$ cat config.mk
export PLATFORM = sky130hd
export DESIGN_NAME = trace_recorder
export DESIGN_NICKNAME = d
export VERILOG_FILES = /design/src/rtl/trace_recorder.sv
export SDC_FILE = /design/constraint.sdc
export NUM_CORES = 2
export LEC_CHECK = 0
export CELL_PAD_IN_SITES_DETAIL_PLACEMENT = 0
export CELL_PAD_IN_SITES_GLOBAL_PLACEMENT = 1
export CORE_MARGIN = 8
export CORE_UTILIZATION = 58
export CTS_BUF_LIST = sky130_fd_sc_hd__clkbuf_8
export CTS_CLUSTER_SIZE = 40
export DETAILED_ROUTE_END_ITERATION = 7
export PLACE_DENSITY_LB_ADDON = 0.1
export SLEW_MARGIN = 20
export SYNTH_ARGS = -nofsm -noshare
export SYNTH_HDL_FRONTEND = slang
export SYNTH_SLANG_ARGS = --single-unit
$ cat constraint.sdc
create_clock -name clk -period 6.2 [get_ports clk]
set_input_delay 1.24 -clock clk [delete_from_list [all_inputs] [get_ports clk]]
set_output_delay 1.24 -clock clk [all_outputs]
set_load 0.005 [all_outputs]
$ cat src/rtl/trace_recorder.sv
// Instruction-trace buffer: records {pc, channels} on every PC change into a
// circular buffer with trigger, wrap/stop-when-full modes and FWFT readout.
module trace_recorder #(
    parameter int unsigned     DATA_W  = 32,
    parameter int unsigned     NCH     = 4,
    parameter int unsigned     DEPTH   = 16,
    parameter logic [DATA_W-1:0] INIT_PC = 32'hDEADBEEF
) (
    input  logic                       clk,
    input  logic                       rst,
    input  logic [DATA_W-1:0]          pc_in,
    input  logic [NCH*DATA_W-1:0]      ch_in,
    input  logic                       arm,
    input  logic                       stop,
    input  logic                       trig_en,
    input  logic [DATA_W-1:0]          trig_pc,
    input  logic                       wrap_mode,
    output logic                       rd_valid,
    output logic [DATA_W-1:0]          rd_pc,
    output logic [NCH*DATA_W-1:0]      rd_data,
    input  logic                       rd_ready,
    output logic [$clog2(DEPTH):0]     count,
    output logic                       full,
    output logic [15:0]                drop_cnt,
    output logic [1:0]                 state
);

    localparam int unsigned PTR_W = $clog2(DEPTH);
    localparam int unsigned CNT_W = PTR_W + 1;
    localparam int unsigned REC_W = NCH * DATA_W;

    typedef enum logic [1:0] {
        ST_IDLE    = 2'd0,
        ST_ARMED   = 2'd1,
        ST_CAPTURE = 2'd2,
        ST_DONE    = 2'd3
    } state_t;

    state_t             state_q, state_d;
    logic [PTR_W-1:0]   wr_ptr_q, wr_ptr_d;
    logic [PTR_W-1:0]   rd_ptr_q, rd_ptr_d;
    logic [CNT_W-1:0]   count_q, count_d;
    logic [15:0]        drop_q, drop_d;
    logic [DATA_W-1:0]  pc_last_q, pc_last_d;

    logic [DATA_W-1:0]  pc_mem [DEPTH];
    logic [REC_W-1:0]   ch_mem [DEPTH];

    logic pc_event;
    logic is_empty;
    logic is_full;
    logic do_pop;
    logic wr_en;
    logic overwrite;
    logic cap_req;
    logic drop_inc;

    assign pc_event = (pc_in != pc_last_q);
    assign is_empty = (count_q == '0);
    assign is_full  = (count_q == CNT_W'(DEPTH));

    always_comb begin
        state_d   = state_q;
        wr_ptr_d  = wr_ptr_q;
        rd_ptr_d  = rd_ptr_q;
        count_d   = count_q;
        drop_d    = drop_q;
        pc_last_d = pc_in;
        do_pop    = 1'b0;
        wr_en     = 1'b0;
        overwrite = 1'b0;
        cap_req   = 1'b0;
        drop_inc  = 1'b0;

        if (arm) begin
            // arm wins over stop and discards any pending read
            state_d   = ST_ARMED;
            wr_ptr_d  = '0;
            rd_ptr_d  = '0;
            count_d   = '0;
            drop_d    = '0;
            pc_last_d = INIT_PC;
        end else if (stop) begin
            state_d = ST_IDLE;
        end else begin
            do_pop = rd_ready && !is_empty;

            case (state_q)
                ST_ARMED: begin
                    if (pc_event && (!trig_en || (pc_in == trig_pc))) begin
                        cap_req = 1'b1;
                        state_d = ST_CAPTURE;
                    end
                end
                ST_CAPTURE: begin
                    cap_req = pc_event;
                end
                ST_DONE: begin
                    drop_inc = pc_event;
                    if (do_pop) begin
                        state_d = ST_CAPTURE;
                    end
                end
                default: ;
            endcase

            if (cap_req) begin
                if (is_full && !do_pop) begin
                    drop_inc = 1'b1;
                    if (wrap_mode) begin
                        wr_en     = 1'b1;
                        overwrite = 1'b1;
                    end else begin
                        state_d = ST_DONE;
                    end
                end else begin
                    wr_en = 1'b1;
                end
            end

            // A simultaneous pop and write keep count constant; overwrite
            // behaves like an implicit pop of the oldest record.
            if (wr_en) begin
                wr_ptr_d = wr_ptr_q + PTR_W'(1);
            end
            if (do_pop || overwrite) begin
                rd_ptr_d = rd_ptr_q + PTR_W'(1);
            end
            count_d = count_q + CNT_W'(wr_en && !overwrite) - CNT_W'(do_pop);

            if (drop_inc && (drop_q != 16'hFFFF)) begin
                drop_d = drop_q + 16'd1;
            end
        end
    end

    always_ff @(posedge clk or negedge rst) begin
        if (!rst) begin
            state_q   <= ST_IDLE;
            wr_ptr_q  <= '0;
            rd_ptr_q  <= '0;
            count_q   <= '0;
            drop_q    <= '0;
            pc_last_q <= INIT_PC;
        end else begin
            state_q   <= state_d;
            wr_ptr_q  <= wr_ptr_d;
            rd_ptr_q  <= rd_ptr_d;
            count_q   <= count_d;
            drop_q    <= drop_d;
            pc_last_q <= pc_last_d;
        end
    end

    // Storage is cleared on reset only so waveforms start clean.
    always_ff @(posedge clk or negedge rst) begin
        if (!rst) begin
            for (int i = 0; i < int'(DEPTH); i++) begin
                pc_mem[i] <= '0;
                ch_mem[i] <= '0;
            end
        end else if (wr_en) begin
            pc_mem[wr_ptr_q] <= pc_in;
            ch_mem[wr_ptr_q] <= ch_in;
        end
    end

    assign rd_valid = !is_empty;
    assign rd_pc    = pc_mem[rd_ptr_q];
    assign rd_data  = ch_mem[rd_ptr_q];
    assign count    = count_q;
    assign full     = is_full;
    assign drop_cnt = drop_q;
    assign state    = state_q;

endmodule

**Word level (Yosys, flattened, before mapping)**

Cells that the tools add are included.

- Multiplexer cells: 52
- Reduce and logical (&&, ||, !) cells: 19
- Magnitude comparators: 3
- Add/sub/neg operators: 5
- Eq/ne operators: 8
- Bitwise gates (word level): 2

Operators by type and width:

| kind | count |
|---|---|
| $bwmux 2048 | 1 |
| $bmux 128 s4 | 1 |
| $bwmux 512 | 1 |
| $demux 128 s4 | 1 |
| $mux 128 | 3 |
| $bmux 32 s4 | 1 |
| $demux 32 s4 | 1 |
| $mux 32 | 4 |
| $mux 16 | 3 |
| $eq 32x32->1 | 1 |
| $ne 32x32->1 | 1 |
| $mux 4 | 6 |
| $mux 1 | 19 |
| $add 16x1->16 const B | 1 |
| $ne 16x16->1 const B | 1 |
| $mux 2 | 7 |
| $ge 5x5->1 const B | 2 |
| $mux 5 | 2 |
| $not 4->5 | 2 |
| $add 4x1->4 const B | 2 |
| $logic_and 1x1->1 | 6 |
| $reduce_and 2->1 | 3 |
| $reduce_bool 2->1 | 3 |
| $add 5x1->5 | 1 |
| other kinds (11) | 16 |

- Output and inout bits: 185
- Register bits after elaboration: 2623
- Input port bits: 199
- Word-level logic and storage cells: 127

**Longest topological paths before layout**

- Depth after elaboration: 16
- Mapped depth: 21
- Gate-level depth less buffers: 18

**Worst setup path after synthesis**

No wires, ideal clock.

- Path kind: in2reg
- Start: input pc_in[16]
- End: register count_q[4] (netlist: count[4])
- Arrival time: 4.866 ns
- Cell stages on the path: 21
- Buffers on the path: 3
- Path slack: 1.256 ns
- Setup time: 0.078 ns
- Path through: clkbuf_1 -> xor2_1 -> nor4_1 -> nand2_1 -> o311a_1 -> or3_1 -> clkbuf_1 -> buf_2 -> nand2b_1 -> ha_1 -> inv_1 -> ha_1 -> inv_1 -> fa_1 -> inv_1 -> a21oi_1 -> nor2_1 -> nor2_1 -> xnor2_1 -> or3_1 -> a21oi_1

- Longest elaborated chain between the ends: 16
- Elaborated cells on any way between the ends: 20

Ends and longest elaborated chain:

| element | line | text |
|---|---|---|
| start, declared | 11 | `input logic [DATA_W-1:0] pc_in,` |
| $eq 32x32->1 | 90 | `if (pc_event && (!trig_en \|\| (pc_in == trig_pc))) begin` |
| $logic_or 1x1->1 | 90 |  |
| $logic_and 1x1->1 | 90 |  |
| $mux 1 | 90 |  |
| $pmux 1 s2 * | 88 | `case (state_q)` |
| $mux 1 * | 83 | `end else if (stop) begin` |
| $mux 1 * | 75 | `if (arm) begin` |
| $mux 1 | 107 | `if (cap_req) begin` |
| $mux 1 | 83 |  |
| $mux 1 | 75 |  |
| $logic_not 1->1 | 129 | `count_d = count_q + CNT_W'(wr_en && !overwrite) - CNT_W'(do_pop);` |
| $logic_and 1x1->1 * | 129 |  |
| $add 5x1->5 * | 129 |  |
| $sub 5x1->5 * | 129 |  |
| $mux 5 * | 83 |  |
| $mux 5 * | 75 |  |
| end signal, assigned | 149 | `count_q <= count_d;` |
| end, declared | 42 | `logic [CNT_W-1:0] count_q, count_d;` |

Every way passes the cells marked *; elsewhere a longest branch is shown, timed or not. The select of a mux whose other input is x is not followed.
A chain may end at the register's enable or synchronous reset.

**Worst setup path in the final report**

- Start: register rd_ptr_q[2]
- End: output rd_data[7]

- Longest elaborated chain between the ends: 4

Ends and longest elaborated chain:

| element | line | text |
|---|---|---|
| start, declared | 41 | `logic [PTR_W-1:0] rd_ptr_q, rd_ptr_d;` |
| start signal, assigned | 148 | `rd_ptr_q <= rd_ptr_d;` |
| $not 4->5 (implied by the code) | 170 | `assign rd_data = ch_mem[rd_ptr_q];` |
| $bmux 128 s4 | 170 |  |
| $mux 128 (implied by the code) (2 in a row) | 170 |  |
| end, declared | 20 | `output logic [NCH*DATA_W-1:0] rd_data,` |

Every way passes these cells. The select of a mux whose other input is x is not followed.

==> metrics.cfg <==
[run_status]
run_status = complete, no violations

[floorplan]
start_util = 0.582
fp.coreArea_mm2 = 0.207
die_area_mm2 = 0.223
fp.dieW_um = 472
ios = 384
rows = 167
die_h_um = 472

[final_layout]
syn_to_final_growth_pct = 13.9
final_cells = 11600
final_common_cell = dfrtp_1
final_cell_mix = dfrtp_1 (2595), mux2_1 (1500), mux2_2 (1227)
drive_above_1_share = 0.289
fill_cells = 14900
layout.nets = 8794

[logic_synthesis]
syn_area_per_cell_um2 = 14.7
synth-edff-count = 0
synthDistinctLibCells = 52
ys_ff_latch = 2623
syn_inst = 8184
ys_seq_area_frac = 0.545
synth_warnings = 0
synth_flop_cell = dfrtp_1
synth_nets = 8400
async_reset_ff_frac = 1.00
synth_area_mm2 = 0.120

[worst_setup_path]
cp_data_required_time_ps = 4960
reg2reg_slack_ps = 2400
crit_type = reg2out
r2r-start = state[0]$_DFF_PN0_
r2r-end = count[4]$_DFFE_PN0P_
cp-end-kind = primary output
reg2reg_depth = 18
critPathArrivalTime_ps = 4600
worst-path-max-fanout = 36
start_kind = register

[clocking]
clkLatencyLatePin_ps = 1080
htree_levels = 5
clkTransAtPathRegs_ps = 60
clock_sinks = 2623
root_buffer = clkbuf_8
cts_resized = 0
cts_tree = done
cts_setup_buffers = 0
cts_made_buffers = 447
cts_buffer_depth = 4
cts_hold_buffers = 0

[drt]
antenna_left = 0
num_vias = 72100
dr.first_iter.drc_count = 4412
drt-total-wl_um = 316000
drc = 0
firstDrtPassIters = 5
viasPerCell = 6.20
post_drt_wl_per_cell_um = 27.1

[place]
io_buffers = 383
dp.final_hpwl_um = 187000
place_inst = 10800
routabilityCongestion = 0.780

[sta]
setup_viol = 0
slew-limit-headroom = 0.273
finalSetupTns_ps = 0
post-route-period-util = 0.942
final_max_slew_viol_count = 0
max_freq_ghz = 0.171
fin_hold_ws_ps = 150
hold_violations = 0
worstMarginPinSlew_ps = 1090
period_minus_slack_ps = 5840
rsz0062_at_grt = no
skew_ps = 55.5

[global_routing]
grt_max_degree = 184
grtUsageTotal = 0.284
antenna_found_initial = 41
grt_overflow = 0
grt_pass1_wl_um = 492000
grt_pass1_vias = 78200

[power]
switchingPower_mw = 10.6
powerDensity_mw_per_mm2 = 293
leakage_nw = 66.7
p_sw_frac = 0.263
vdd.ir_drop.worst_mv = 0.249
seq_power_share = 0.450
clockPowerShare = 0.384
power.internal_mw = 29.6
comb_power_share = 0.166

[job]
cap_violations = 0

[worst_hold_path]
hold_class = in2async

## synth_stat cells, types with 2 or more instances
cell type,instances,share of area
dfrtp_1,2599,0.54
mux2_1,1500,0.14
mux2_2,1227,0.11
mux2i_1,483,0.040
clkbuf_1,403,0.013
o21ai_0,328,0.014
mux4_2,320,0.060
nand2_1,182,0.0057
a21oi_1,180,0.0075
a221oi_1,160,0.012
a22oi_1,160,0.010
buf_6,117,0.011
buf_2,100,0.0042
buf_1,73,0.0023
xor2_1,66,0.0048
buf_4,59,0.0037
or2_2,25,0.0013
dfstp_2,24,0.0052
nor2_1,21,0.00065
inv_1,19,0.00059
nor4_1,19,0.00099
ha_1,16,0.0017
nor2b_1,15,0.00078
nor4_4,15,0.0026
or4_1,12,0.00075
o31ai_1,10,0.00062
or3_1,6,0.00031
nand2b_1,5,0.00026
nand3_1,5,0.00021
nand4_1,5,0.00026
o31a_1,4,0.00029
nor3_1,3,0.00012
o311a_1,3,0.00025
and3_1,2,0.00010
## critical path, cell delays in order, from the launching register on
cell,delay (ps)
dfrtp_4,950
and2_4,780
buf_4,520
a221oi_1,230
a22oi_1,240
nand2_1,210
clkdlybuf4s50_1,540
## routing by layer
metal / vias up / GRT usage / routed length [µm]
li1: 31100 / - / -
met1: 38900 / 0.390 / 139000
met2: 1567 / 0.466 / 153000
met3: 573 / 0.0490 / 14800
met4: 24 / 0.0884 / 9400
met5: - / 0 / 154
## area by class of cell
cell class / instances / area, µm² / share of cell area
multi-input cells: 4790 / 50700 / 0.370
clock inverters: 200 / 940 / 0.00685
clock buffers: 585 / 8050 / 0.0587
well taps: 2704 / 3380 / 0.0247
inverters: 19 / 71.3 / 0.000520
flip-flops and latches: 2623 / 65700 / 0.479
repair buffers: 697 / 8330 / 0.0607
diodes: 24 / 60.1 / 0.000438
## per-stage QoR
step	total power, mW	utilization	area [µm²]	worst slack [ps]
global placement	25.1	0.620	128000	156
floorplan	21.9	-	120000	1260
global route	41.9	0.663	137000	252
detailed placement	25.2	0.620	128000	401
finish	40.2	0.663	137000	359
CTS	40.7	0.663	137000	312
## sequential cells by signal, summed over array words and instances (netlist names)
signal,cells
state,2
pc_last_q,32
drop_cnt,16
rd_ptr_q,4
wr_ptr_q,4
count,5
pc_mem,512
ch_mem,2048
## cell families after synthesis
kind of cell,Yosys count,synth area share
mux,3530,0.355
fa+ha+maj,17,0.00183
compound gates,853,0.0444
xor+xnor,67,0.00487
buf+inv,771,0.0342
simple gates,323,0.0146
flops,2623,0.545
## worst max path at each step
| stage | startpoint | to |
|---|---|---|
| floorplan | pc_in[16] | count[4]$_DFFE_PN0P_ |
| global placement | pc_in[19] | count[4]$_DFFE_PN0P_ |
| detailed placement | pc_in[28] | count[4]$_DFFE_PN0P_ |
| CTS | rd_ptr_q[2]$_DFFE_PN0P_ | rd_data[0] |
| global route | rd_ptr_q[2]$_DFFE_PN0P_ | rd_data[7] |
| finish | rd_ptr_q[2]$_DFFE_PN0P_ | rd_data[7] |
## power groups by stage
stage | logic [mW] | clock network (mW) | registers (mW)
after floorplan | 3.62 | 0 | 18.2
final | 6.69 | 15.4 | 18.1
after CTS | 6.81 | 15.8 | 18.1
after global routing | 7.16 | 16.6 | 18.2
after detailed placement | 6.78 | 0 | 18.4
after global placement | 6.74 | 0 | 18.4
Note: power is estimated with default switching activity, not from simulation.
